**src/rtl/itch_book_pkg.sv**
```systemverilog
// rtl/itch_book_pkg.sv - shared command types and stamp age compare for the ITCH book arbiter
package itch_book_pkg;

    typedef enum logic [1:0] {
        OP_ADD  = 2'd0,
        OP_DEL  = 2'd1,
        OP_EXEC = 2'd2
    } op_t;

    typedef struct packed {
        op_t         op;
        logic [15:0] locate;
        logic [63:0] refNum;
        logic        buySell;
        logic [31:0] shares;
        logic [31:0] price;
    } book_cmd_t;

    localparam int CMD_W = $bits(book_cmd_t);

    // Wrapping age test: a is older than b when (a-b) mod 2^seq_w has its MSB set.
    function automatic logic is_older(input logic [31:0] a, input logic [31:0] b, input int seq_w);
        logic [31:0] diff;
        diff = (a - b) >> (seq_w - 1);
        return diff[0];
    endfunction

endpackage

```
**src/rtl/itch_book_arbiter_if.sv**
```systemverilog
// rtl/itch_book_arbiter_if.sv - parser-side message strobes and book-side command handshake
interface itch_book_arbiter_if
    import itch_book_pkg::*;
#(
    parameter int DROP_W = 16
);
    logic              addValid;
    logic [15:0]       addLocate;
    logic [63:0]       addRefNum;
    logic              addBuySell;
    logic [31:0]       addShares;
    logic [31:0]       addPrice;
    logic              delValid;
    logic [15:0]       delLocate;
    logic [63:0]       delRefNum;
    logic              execValid;
    logic [15:0]       execLocate;
    logic [63:0]       execRefNum;
    logic              bookReady;
    logic              bookValid;
    op_t               bookOp;
    logic [15:0]       bookLocate;
    logic [63:0]       bookRefNum;
    logic              bookBuySell;
    logic [31:0]       bookShares;
    logic [31:0]       bookPrice;
    logic              clrOvf;
    logic [2:0]        ovfFlags;
    logic [DROP_W-1:0] dropCnt;

    modport master (
        output addValid, addLocate, addRefNum, addBuySell, addShares, addPrice,
        output delValid, delLocate, delRefNum, execValid, execLocate, execRefNum,
        output bookReady, clrOvf,
        input  bookValid, bookOp, bookLocate, bookRefNum, bookBuySell, bookShares, bookPrice,
        input  ovfFlags, dropCnt
    );

    modport slave (
        input  addValid, addLocate, addRefNum, addBuySell, addShares, addPrice,
        input  delValid, delLocate, delRefNum, execValid, execLocate, execRefNum,
        input  bookReady, clrOvf,
        output bookValid, bookOp, bookLocate, bookRefNum, bookBuySell, bookShares, bookPrice,
        output ovfFlags, dropCnt
    );
endinterface

```
**src/rtl/itch_arb_fifo.sv**
```systemverilog
// rtl/itch_arb_fifo.sv - single-clock FIFO of {stamp, command} with a combinational head
module itch_arb_fifo #(
    parameter int DEPTH = 8,
    parameter int WIDTH = 8
) (
    input  logic                       clk,
    input  logic                       rstN,
    input  logic                       push,
    input  logic                       pop,
    input  logic [WIDTH-1:0]           din,
    output logic                       full,
    output logic                       empty,
    output logic [WIDTH-1:0]           head,
    output logic [$clog2(DEPTH):0]     count
);
    localparam int AW = $clog2(DEPTH);
    localparam int CW = AW + 1;

    logic [WIDTH-1:0] mem [DEPTH];
    logic [AW-1:0]    wr_ptr;
    logic [AW-1:0]    rd_ptr;

    assign full  = (count == CW'(DEPTH));
    assign empty = (count == '0);
    assign head  = mem[rd_ptr];

    always_ff @(posedge clk or negedge rstN) begin
        if (!rstN) begin
            wr_ptr <= '0;
            rd_ptr <= '0;
            count  <= '0;
        end else begin
            if (push) wr_ptr <= wr_ptr + AW'(1);
            if (pop)  rd_ptr <= rd_ptr + AW'(1);
            count <= count + CW'(push) - CW'(pop);
        end
    end

    // Push while full is only allowed together with a pop, so the write lands in the slot being freed.
    always_ff @(posedge clk) begin
        if (push) mem[wr_ptr] <= din;
    end

endmodule

```
**src/rtl/itch_book_arbiter.sv**
```systemverilog
// rtl/itch_book_arbiter.sv - merges add/exec/del streams into one arrival-ordered book command stream
module itch_book_arbiter
    import itch_book_pkg::*;
#(
    parameter int FIFO_DEPTH = 8,
    parameter int SEQ_W      = 6,
    parameter int DROP_W     = 16
) (
    input logic                clk,
    input logic                rstN,
    itch_book_arbiter_if.slave bus
);
    localparam int EW = SEQ_W + CMD_W;
    localparam int CW = $clog2(FIFO_DEPTH) + 1;

    // Source index 0=add, 1=exec, 2=del doubles as the same-cycle stamp order.
    logic [2:0]        strobe, accept, drop, full, empty, sel, pop;
    book_cmd_t         src_cmd [3];
    logic [SEQ_W-1:0]  stamp [3];
    logic [EW-1:0]     din [3];
    logic [EW-1:0]     head [3];
    logic [CW-1:0]     count [3];
    logic [SEQ_W-1:0]  seq;
    logic              load;
    book_cmd_t         sel_cmd, out_cmd;
    logic              out_valid;
    logic [2:0]        ovf;
    logic [DROP_W-1:0] drops;
    logic [DROP_W:0]   drop_sum;
    logic [1:0]        ndrop;
    logic              unused_count;

    assign strobe = {bus.delValid, bus.execValid, bus.addValid};

    always_comb begin
        src_cmd[0] = '{op: OP_ADD, locate: bus.addLocate, refNum: bus.addRefNum,
                       buySell: bus.addBuySell, shares: bus.addShares, price: bus.addPrice};
        src_cmd[1] = '{op: OP_EXEC, locate: bus.execLocate, refNum: bus.execRefNum,
                       buySell: 1'b0, shares: '0, price: '0};
        src_cmd[2] = '{op: OP_DEL, locate: bus.delLocate, refNum: bus.delRefNum,
                       buySell: 1'b0, shares: '0, price: '0};
    end

    always_comb begin
        stamp[0] = seq;
        stamp[1] = seq + SEQ_W'(accept[0]);
        stamp[2] = seq + SEQ_W'(accept[0]) + SEQ_W'(accept[1]);
    end

    for (genvar i = 0; i < 3; i++) begin : g_fifo
        assign din[i] = {stamp[i], src_cmd[i]};
        itch_arb_fifo #(.DEPTH(FIFO_DEPTH), .WIDTH(EW)) u_fifo (
            .clk   (clk),
            .rstN  (rstN),
            .push  (accept[i]),
            .pop   (pop[i]),
            .din   (din[i]),
            .full  (full[i]),
            .empty (empty[i]),
            .head  (head[i]),
            .count (count[i])
        );
    end

    // Occupancy is only needed for observation; arbitration works from full/empty.
    assign unused_count = ^{count[0], count[1], count[2]};

    always_comb begin
        for (int i = 0; i < 3; i++) begin
            sel[i] = !empty[i];
            for (int j = 0; j < 3; j++) begin
                if (j != i && !empty[j] &&
                    !is_older(32'(head[i][EW-1 -: SEQ_W]), 32'(head[j][EW-1 -: SEQ_W]), SEQ_W))
                    sel[i] = 1'b0;
            end
        end
    end

    always_comb begin
        sel_cmd = book_cmd_t'(head[0][CMD_W-1:0]);
        if (sel[1]) sel_cmd = book_cmd_t'(head[1][CMD_W-1:0]);
        if (sel[2]) sel_cmd = book_cmd_t'(head[2][CMD_W-1:0]);
    end

    assign load   = (!out_valid || bus.bookReady) && (empty != 3'b111);
    assign pop    = load ? sel : 3'b000;
    assign accept = strobe & (~full | pop);
    assign drop   = strobe & ~accept;

    always_comb begin
        ndrop    = 2'(drop[0]) + 2'(drop[1]) + 2'(drop[2]);
        drop_sum = (bus.clrOvf ? '0 : {1'b0, drops}) + (DROP_W+1)'(ndrop);
    end

    always_ff @(posedge clk or negedge rstN) begin
        if (!rstN) begin
            seq       <= '0;
            out_valid <= 1'b0;
            out_cmd   <= '0;
            ovf       <= '0;
            drops     <= '0;
        end else begin
            seq <= seq + SEQ_W'(accept[0]) + SEQ_W'(accept[1]) + SEQ_W'(accept[2]);
            if (load) begin
                out_valid <= 1'b1;
                out_cmd   <= sel_cmd;
            end else if (bus.bookReady) begin
                out_valid <= 1'b0;
            end
            ovf   <= (bus.clrOvf ? 3'b000 : ovf) | {drop[1], drop[2], drop[0]};
            drops <= drop_sum[DROP_W] ? '1 : drop_sum[DROP_W-1:0];
        end
    end

    assign bus.bookValid   = out_valid;
    assign bus.bookOp      = out_cmd.op;
    assign bus.bookLocate  = out_cmd.locate;
    assign bus.bookRefNum  = out_cmd.refNum;
    assign bus.bookBuySell = out_cmd.buySell;
    assign bus.bookShares  = out_cmd.shares;
    assign bus.bookPrice   = out_cmd.price;
    assign bus.ovfFlags    = ovf;
    assign bus.dropCnt     = drops;

endmodule

```
**src/flat_wrapper.sv**
```systemverilog
// flat-port wrapper written by rule: the top's interface ports become plain ports
module itch_book_arbiter_flat import itch_book_pkg::*;
#(
    parameter int FIFO_DEPTH = 8,
    parameter int SEQ_W      = 6,
    parameter int DROP_W     = 16
)
  (clk, rstN, bus_addValid, bus_addLocate, bus_addRefNum, bus_addBuySell, bus_addShares, bus_addPrice, bus_delValid, bus_delLocate, bus_delRefNum, bus_execValid, bus_execLocate, bus_execRefNum, bus_bookReady, bus_clrOvf, bus_bookValid, bus_bookOp, bus_bookLocate, bus_bookRefNum, bus_bookBuySell, bus_bookShares, bus_bookPrice, bus_ovfFlags, bus_dropCnt);
  itch_book_arbiter_if #(.DROP_W(DROP_W)) bus_i ();
  input logic clk;
  input logic rstN;
  input wire logic [$bits(bus_i.addValid)-1:0] bus_addValid;
  input wire logic [$bits(bus_i.addLocate)-1:0] bus_addLocate;
  input wire logic [$bits(bus_i.addRefNum)-1:0] bus_addRefNum;
  input wire logic [$bits(bus_i.addBuySell)-1:0] bus_addBuySell;
  input wire logic [$bits(bus_i.addShares)-1:0] bus_addShares;
  input wire logic [$bits(bus_i.addPrice)-1:0] bus_addPrice;
  input wire logic [$bits(bus_i.delValid)-1:0] bus_delValid;
  input wire logic [$bits(bus_i.delLocate)-1:0] bus_delLocate;
  input wire logic [$bits(bus_i.delRefNum)-1:0] bus_delRefNum;
  input wire logic [$bits(bus_i.execValid)-1:0] bus_execValid;
  input wire logic [$bits(bus_i.execLocate)-1:0] bus_execLocate;
  input wire logic [$bits(bus_i.execRefNum)-1:0] bus_execRefNum;
  input wire logic [$bits(bus_i.bookReady)-1:0] bus_bookReady;
  input wire logic [$bits(bus_i.clrOvf)-1:0] bus_clrOvf;
  output wire logic [$bits(bus_i.bookValid)-1:0] bus_bookValid;
  output wire logic [$bits(bus_i.bookOp)-1:0] bus_bookOp;
  output wire logic [$bits(bus_i.bookLocate)-1:0] bus_bookLocate;
  output wire logic [$bits(bus_i.bookRefNum)-1:0] bus_bookRefNum;
  output wire logic [$bits(bus_i.bookBuySell)-1:0] bus_bookBuySell;
  output wire logic [$bits(bus_i.bookShares)-1:0] bus_bookShares;
  output wire logic [$bits(bus_i.bookPrice)-1:0] bus_bookPrice;
  output wire logic [$bits(bus_i.ovfFlags)-1:0] bus_ovfFlags;
  output wire logic [$bits(bus_i.dropCnt)-1:0] bus_dropCnt;
  assign bus_i.addValid = bus_addValid;
  assign bus_i.addLocate = bus_addLocate;
  assign bus_i.addRefNum = bus_addRefNum;
  assign bus_i.addBuySell = bus_addBuySell;
  assign bus_i.addShares = bus_addShares;
  assign bus_i.addPrice = bus_addPrice;
  assign bus_i.delValid = bus_delValid;
  assign bus_i.delLocate = bus_delLocate;
  assign bus_i.delRefNum = bus_delRefNum;
  assign bus_i.execValid = bus_execValid;
  assign bus_i.execLocate = bus_execLocate;
  assign bus_i.execRefNum = bus_execRefNum;
  assign bus_i.bookReady = bus_bookReady;
  assign bus_i.clrOvf = bus_clrOvf;
  assign bus_bookValid = bus_i.bookValid;
  assign bus_bookOp = bus_i.bookOp;
  assign bus_bookLocate = bus_i.bookLocate;
  assign bus_bookRefNum = bus_i.bookRefNum;
  assign bus_bookBuySell = bus_i.bookBuySell;
  assign bus_bookShares = bus_i.bookShares;
  assign bus_bookPrice = bus_i.bookPrice;
  assign bus_ovfFlags = bus_i.ovfFlags;
  assign bus_dropCnt = bus_i.dropCnt;
  itch_book_arbiter #(.FIFO_DEPTH(FIFO_DEPTH), .SEQ_W(SEQ_W), .DROP_W(DROP_W)) u_core (.clk(clk), .rstN(rstN), .bus(bus_i));
endmodule
```
**config.mk**
```make
export PLATFORM = sky130hd
export DESIGN_NAME = itch_book_arbiter_flat
export DESIGN_NICKNAME = d
export VERILOG_FILES = /design/src/rtl/itch_book_pkg.sv /design/src/rtl/itch_book_arbiter_if.sv /design/src/rtl/itch_arb_fifo.sv /design/src/rtl/itch_book_arbiter.sv /design/src/flat_wrapper.sv
export SDC_FILE = /design/constraint.sdc
export NUM_CORES = 2
export LEC_CHECK = 0
export CAP_MARGIN = 10
export CORE_MARGIN = 2
export CORE_UTILIZATION = 60
export CTS_CLUSTER_DIAMETER = 40
export DETAILED_ROUTE_END_ITERATION = 12
export PLACE_DENSITY = 0.8
export SETUP_SLACK_MARGIN = 0.1
export SYNTH_ARGS = -nofsm -noshare
export SYNTH_HDL_FRONTEND = slang
export SYNTH_SLANG_ARGS = --single-unit
```
**constraint.sdc**
```tcl
create_clock -name clk -period 63.5 [get_ports clk]
set_input_delay 15.875 -clock clk [delete_from_list [all_inputs] [get_ports clk]]
set_output_delay 15.875 -clock clk [all_outputs]
set_load 0.01 [all_outputs]
```
# Word level (Yosys, flattened, before mapping)
# Memory sizes are Yosys's and may differ from the RTL's.
# Cells that the tools add are included.
dict set report word_totals {
  regBits 203
  latchBits 0
  ram_bits 2584
  romBits 0
  inputBits 312
  out_inout_bits 167
  memories 3
}
# name words word_bits rd rd_ports_with_merged_regs wr line_no
set memory_table {}
lappend memory_table {{u_core.g_fifo[0].u_fifo.mem} 8 151 1 0 1 itch_arb_fifo.sv:19} ;# logic [WIDTH-1:0] mem [DEPTH];
lappend memory_table {{u_core.g_fifo[1].u_fifo.mem} 8 86 1 0 1 itch_arb_fifo.sv:19}
lappend memory_table {{u_core.g_fifo[2].u_fifo.mem} 8 86 1 0 1 itch_arb_fifo.sv:19}
dict set report op_classes {
  n_addsub 24
  n_mul 0
  n_div 0
  order_cmp 0
  n_eq_ne 4
  shift 0
  n_mux 20
  n_bitwise 6
  reduce_logical 22
}
# operator n
set ops {}
lappend ops {{2-to-1 mux 147 bit} 2}
lappend ops {{subtractor 6 bit} 6}
lappend ops {{2-to-1 mux 16 bit} 2}
lappend ops {{adder 3 x 1 -> 3 bit (second input constant)} 6}
lappend ops {{adder 6 x 1 -> 6 bit} 3}
lappend ops {{adder 17 x 2 -> 17 bit} 1}
lappend ops {{2-to-1 mux 1 bit} 14}
lappend ops {{adder 4 x 1 -> 4 bit} 3}
lappend ops {{equality test 4 bit (second input constant)} 3}
lappend ops {{zero test 4 bit} 3}
lappend ops {{subtractor 4 x 1 -> 4 bit} 3}
lappend ops {{zero test 1 bit} 10}
lappend ops {{logical AND 1 bit} 7}
lappend ops {{bitwise AND 3 bit} 2}
lappend ops {{2-to-1 mux 3 bit} 2}
lappend ops {{inverter 3 bit} 2}
lappend ops {{OR 3 bit} 2}
lappend ops {{!= test 3 bit (second input constant)} 1}
lappend ops {{adder 1 x 1 -> 2 bit} 1}
lappend ops {{adder 2 x 1 -> 2 bit} 1}
lappend ops {{nonzero test 2 bit} 1}
lappend ops {{logical OR 1 bit} 1}

# Longest topological paths before layout
# An unclocked memory read counts as a cell.
dict set report depth {
  depth_word 15
  mapped_depth 28
  mapped_depth_nobuf 24
}

# Cells and area by module
# A second synthesis with hierarchy kept.
dict set report hier_totals {
  cells_unflattened 6521
  hier_area_um2 149552.2
}
# mod instances cells_each area_each_um2 seq_area_each_um2
set modules_own_cells {}
lappend modules_own_cells {{itch_arb_fifo at u_core.g_fifo[1].u_fifo ...} 2 1822 46484.6 37005.5}
lappend modules_own_cells {{itch_arb_fifo at u_core.g_fifo[0].u_fifo} 1 1822 46487.1 37005.5}
lappend modules_own_cells {itch_book_arbiter 1 1055 10095.9 4329.2}

# Worst setup path before layout
# Ideal clock, no wire load.
dict set report synth_path {
  path_type {input to register}
  from {input port bus_bookReady}
  to {memory u_core.g_fifo[0].u_fifo.mem[2][0] (netlist name) (enable)}
  arrival_ns 32.119
  required_ns 62.415
  path_slack_ns 30.296
  cell_stages 7
  n_path_buf 1
  path_cell_list {nand2b_1 -> nand2_1 -> a211o_1 -> inv_1 -> o21ai_1 -> buf_2 -> nor4b_1}
}
dict set report synth_between {
  elab_chain_cells 7
}
# element line_no
set synth_lines {}
lappend synth_lines {{start: declaration} flat_wrapper.sv:24} ;# input wire logic [$bits(bus_i.bookReady)-1:0] bus_bookReady;
lappend synth_lines {{logical OR 1 bit} itch_book_arbiter.sv:85} ;# assign load = (!out_valid || bus.bookReady) && (empty != 3'b111);
lappend synth_lines {{logical AND 1 bit} itch_book_arbiter.sv:85}
lappend synth_lines {{2-to-1 mux 3 bit} itch_book_arbiter.sv:86} ;# assign pop = load ? sel : 3'b000;
lappend synth_lines {{net u_core.g_fifo[0].u_fifo.pop} itch_arb_fifo.sv:9} ;# input logic pop,
lappend synth_lines {{OR 3 bit} itch_book_arbiter.sv:87} ;# assign accept = strobe & (~full | pop);
lappend synth_lines {{bitwise AND 3 bit} itch_book_arbiter.sv:87}
lappend synth_lines {{2-to-1 mux 1 bit} itch_arb_fifo.sv:41} ;# if (push) mem[wr_ptr] <= din;
lappend synth_lines {{2-to-1 mux 1 bit (implied by the code)} itch_arb_fifo.sv:41}
lappend synth_lines {{end: declaration} itch_arb_fifo.sv:19}
# The timed path passes the listed nets, and every way through them passes these cells.

# Final worst setup path
dict set report layout_path {
  from {input port bus_bookReady}
  to {memory u_core.g_fifo[0].u_fifo.mem[6][10] (netlist name) (enable)}
}
# Same word-level chain as after synthesis.

==> flow_metrics.env <==
export IMPL_fin_area_um2=125000
export IMPL_portBuffers=478
export IMPL_start_kind="input pin"
export IMPL_min_delay_start="u_core.bus.bookPrice[7]"
export IMPL_synth_async_sr_flop_share_pct=7.28
export IMPL_place_hpwl_um=145000
export IMPL_clock_skew_ps=80.7
export IMPL_netlist_top_cells_area="edfxtp_1 73%, mux4_2 14%, dfrtp_1 4.8%, mux2i_1 3.8%, a221o_1 0.75%"
export IMPL_final_setup_tns_ps=0
export IMPL_fmaxAchievable_ghz=0.0490
export IMPL_clockRootBuffer="clkbuf_16"
export IMPL_die_y_um=425
export IMPL_firstDrtPassIters=5
export IMPL_htree_levels=5
export IMPL_routed_wl_um=264000
export IMPL_cts_buffer_depth=4
export IMPL_cts_clk_slew_worst_paths_ps=60
export IMPL_synth_nets=5105
export IMPL_syn2layout_area_growth_pct=17.5
export IMPL_ys_seq_area_share_pct=77.6
export IMPL_drt_iter0_markers=5868
export IMPL_cts_setup_buffers=0
export IMPL_die_area_um2=181000
export IMPL_syn_area_per_cell_um2=22.5
export IMPL_grt_pass1_vias=54500
export IMPL_synth_seq_cells=2787
export IMPL_netlist_area_um2=107000
export IMPL_synth_flop_cell="edfxtp_1"
export IMPL_clk_latency_ps=960
export IMPL_drc_errors=0
export IMPL_core_um2=176000
export IMPL_place_congestion=0.821
export IMPL_wl_per_cell_um=32.9
export IMPL_finalCritPeriodShare_pct=32.1
export IMPL_hp_class="flip-flop to flip-flop"
export IMPL_powerDensity_nw_per_um2=53.6
export IMPL_cp_end_kind="flip-flop"
export IMPL_cts_resized=0
export IMPL_synthCells=4732
export IMPL_ir_drop_mv=0.112
export IMPL_fin_nets=5758
export IMPL_power_mw=6.71
export IMPL_cts_buffers=330
export IMPL_worstMarginPinSlew_ps=1290
export IMPL_status="finished, final reports clean"
export IMPL_vias_per_cell=6.54
export IMPL_clkSinkCount=2787
export IMPL_hold_viol=0
export IMPL_die_w_um=425
export IMPL_drive_above_1_share_pct=23.3
export IMPL_final_cell_mix="2584 x edfxtp_1, 646 x mux4_2, 477 x clkdlybuf4s50_1, 402 x mux2i_1, 338 x clkbuf_16"
export IMPL_grt_overflow=0
export IMPL_relSlewSlack_pct=14.2
export IMPL_synth_top_area_share_pct=72.8
export IMPL_fin_crit_ps=20400
export IMPL_num_vias=52400
export IMPL_grt_max_degree=102
export IMPL_netlist_cell_type_count=50
export IMPL_ant_nets=0
export IMPL_synth_edf_count=2584
export IMPL_yosys_warnings=0
export IMPL_cap_viol_max_count=0
export IMPL_maxSlewViolCount=0
export IMPL_initial_core_util_pct=60.5
export IMPL_pin_count=479
export IMPL_antenna_found_initial=79
export IMPL_setup_viol=0
export IMPL_worstPathRequired_ps=64020
export IMPL_final_common_cell="edfxtp_1"
export IMPL_critPathKind="input pin to flip-flop"
export IMPL_worst_ep_arrival_time_ps=20930
export IMPL_cts_tree="yes"
export IMPL_place_area_um2=114000
export IMPL_placementRows=154
export IMPL_grt_pass1_wl_um=378000
export IMPL_grt_use_total_pct=29.3
export IMPL_critPathLaunch="bus_bookReady"
export IMPL_rsz0062_at_grt="false"
export IMPL_critPathMaxFanout=55
export IMPL_p_leak_nw=41.6
export IMPL_hold_buffers=0
export IMPL_synth_top_area_cell="edfxtp_1"
export IMPL_regToRegStartpoint="u_core.g_fifo[0].u_fifo.rd_ptr[0]"
cells in the mapped netlist (2+ instances only):
| cell | n |
|---|---|
| o21ai_0 | 11 |
| nand2b_1 | 3 |
| nor3_1 | 86 |
| and2_1 | 4 |
| ha_1 | 56 |
| a22o_1 | 3 |
| a221o_1 | 80 |
| fa_1 | 5 |
| or4_1 | 5 |
| clkbuf_1 | 145 |
| nor2b_1 | 6 |
| nor3_2 | 2 |
| buf_2 | 23 |
| mux2i_1 | 402 |
| nand2_1 | 103 |
| xnor2_1 | 25 |
| nand3b_1 | 2 |
| xor2_1 | 18 |
| nand4_1 | 7 |
| and3_1 | 9 |
| nor4_1 | 4 |
| nor3b_1 | 2 |
| inv_1 | 44 |
| o21ai_1 | 68 |
| o31ai_1 | 4 |
| buf_6 | 3 |
| a21oi_1 | 17 |
| buf_1 | 81 |
| a21o_1 | 15 |
| nor4bb_1 | 2 |
| mux4_2 | 646 |
| nand3_1 | 14 |
| nor2_1 | 19 |
| o211ai_1 | 4 |
| edfxtp_1 | 2584 |
| dfrtp_1 | 203 |
| nor4b_1 | 8 |
| mux2_2 | 7 |
worst paths after layout:
path | to | slack [ps] | cells after the start
max | u_core.g_fifo[0].u_fifo.mem[6][10] | 43100 | 10
min | u_core.bus.bookPrice[7] | 490 | 2
max reg2reg | u_core.g_fifo[0].u_fifo.mem[6][10] | 54950 | 17
min reg2reg | u_core.bus.bookPrice[7] | 490 | 2
max in group asynchronous | u_core.g_fifo[0].u_fifo.rd_ptr[2] | 45860 | 3
min in group asynchronous | u_core.bus.bookShares[14] | 15010 | 1
registers in the layout (all words and copies together), names as in the netlist, 12 cells and up:
register and count:
u_core.bus.dropCnt 16, u_core.bus.bookShares 32, u_core.bus.bookPrice 32, u_core.g_fifo.u_fifo.mem 2584
u_core.g_fifo.u_fifo.count 12, u_core.bus.bookLocate 16, u_core.bus.bookRefNum 64
power by group:
group	total (mW)	internal (mW)	switching [mW]
clock network	1.86	1.11	0.748
registers	2.56	2.38	0.184
logic	2.28	0.924	1.36
layout make-up:
type / count / area (um2)
flip-flops and latches: 2787 / 82700
fillers: 9914 / 51100
multi-input cells: 1648 / 22900
clock buffers: 398 / 8860
repair buffers: 574 / 5570
well taps: 2340 / 2930
clock inverters: 186 / 1960
inverters: 44 / 165
diodes: 36 / 90.1
per-layer routing:
layer | share of wire (%) | routed length, um | track usage [%]
met5 | 0.13 | 338 | 0
met4 | 6.3 | 16600 | 18.2
met3 | 7.8 | 20600 | 5.83
met2 | 51 | 134000 | 47.9
met1 | 35 | 91700 | 36.4
critical path, cell delays in order:
cell and delay, ps:
clkdlybuf4s50_1 450, nand2b_1 330, nand2_1 110, a211o_1 290
inv_1 170, o21ai_1 130, nor3_2 880, buf_4 860
buf_4 900, buf_4 740
metrics by stage:
stage | setup WS [ps] | hold WS [ps] | utilization, % | std cells
6_report | 43100 | 488 | 71.0 | 8013
5_1_grt | 42880 | 528 | 71.0 | 8005
4_1_cts | 43170 | 490 | 71.0 | 7977
2_1_floorplan | 30300 | 479 | - | 4732
3_5_place_dp | 42230 | 478 | 64.8 | 7393
3_3_place_gp | 42360 | 471 | 64.8 | 7393
cells by family after synthesis:
family	synth area share [%]
xor gates and xnor gates	0.353
adders and majority gates	0.751
and+or+nand+nor	1.28
muxes	17.5
AOI/OAI and AO/OA	1.45
buffers and inverters	1.10
DFF	77.6
No activity file was read; power rests on OpenSTA's default activity.
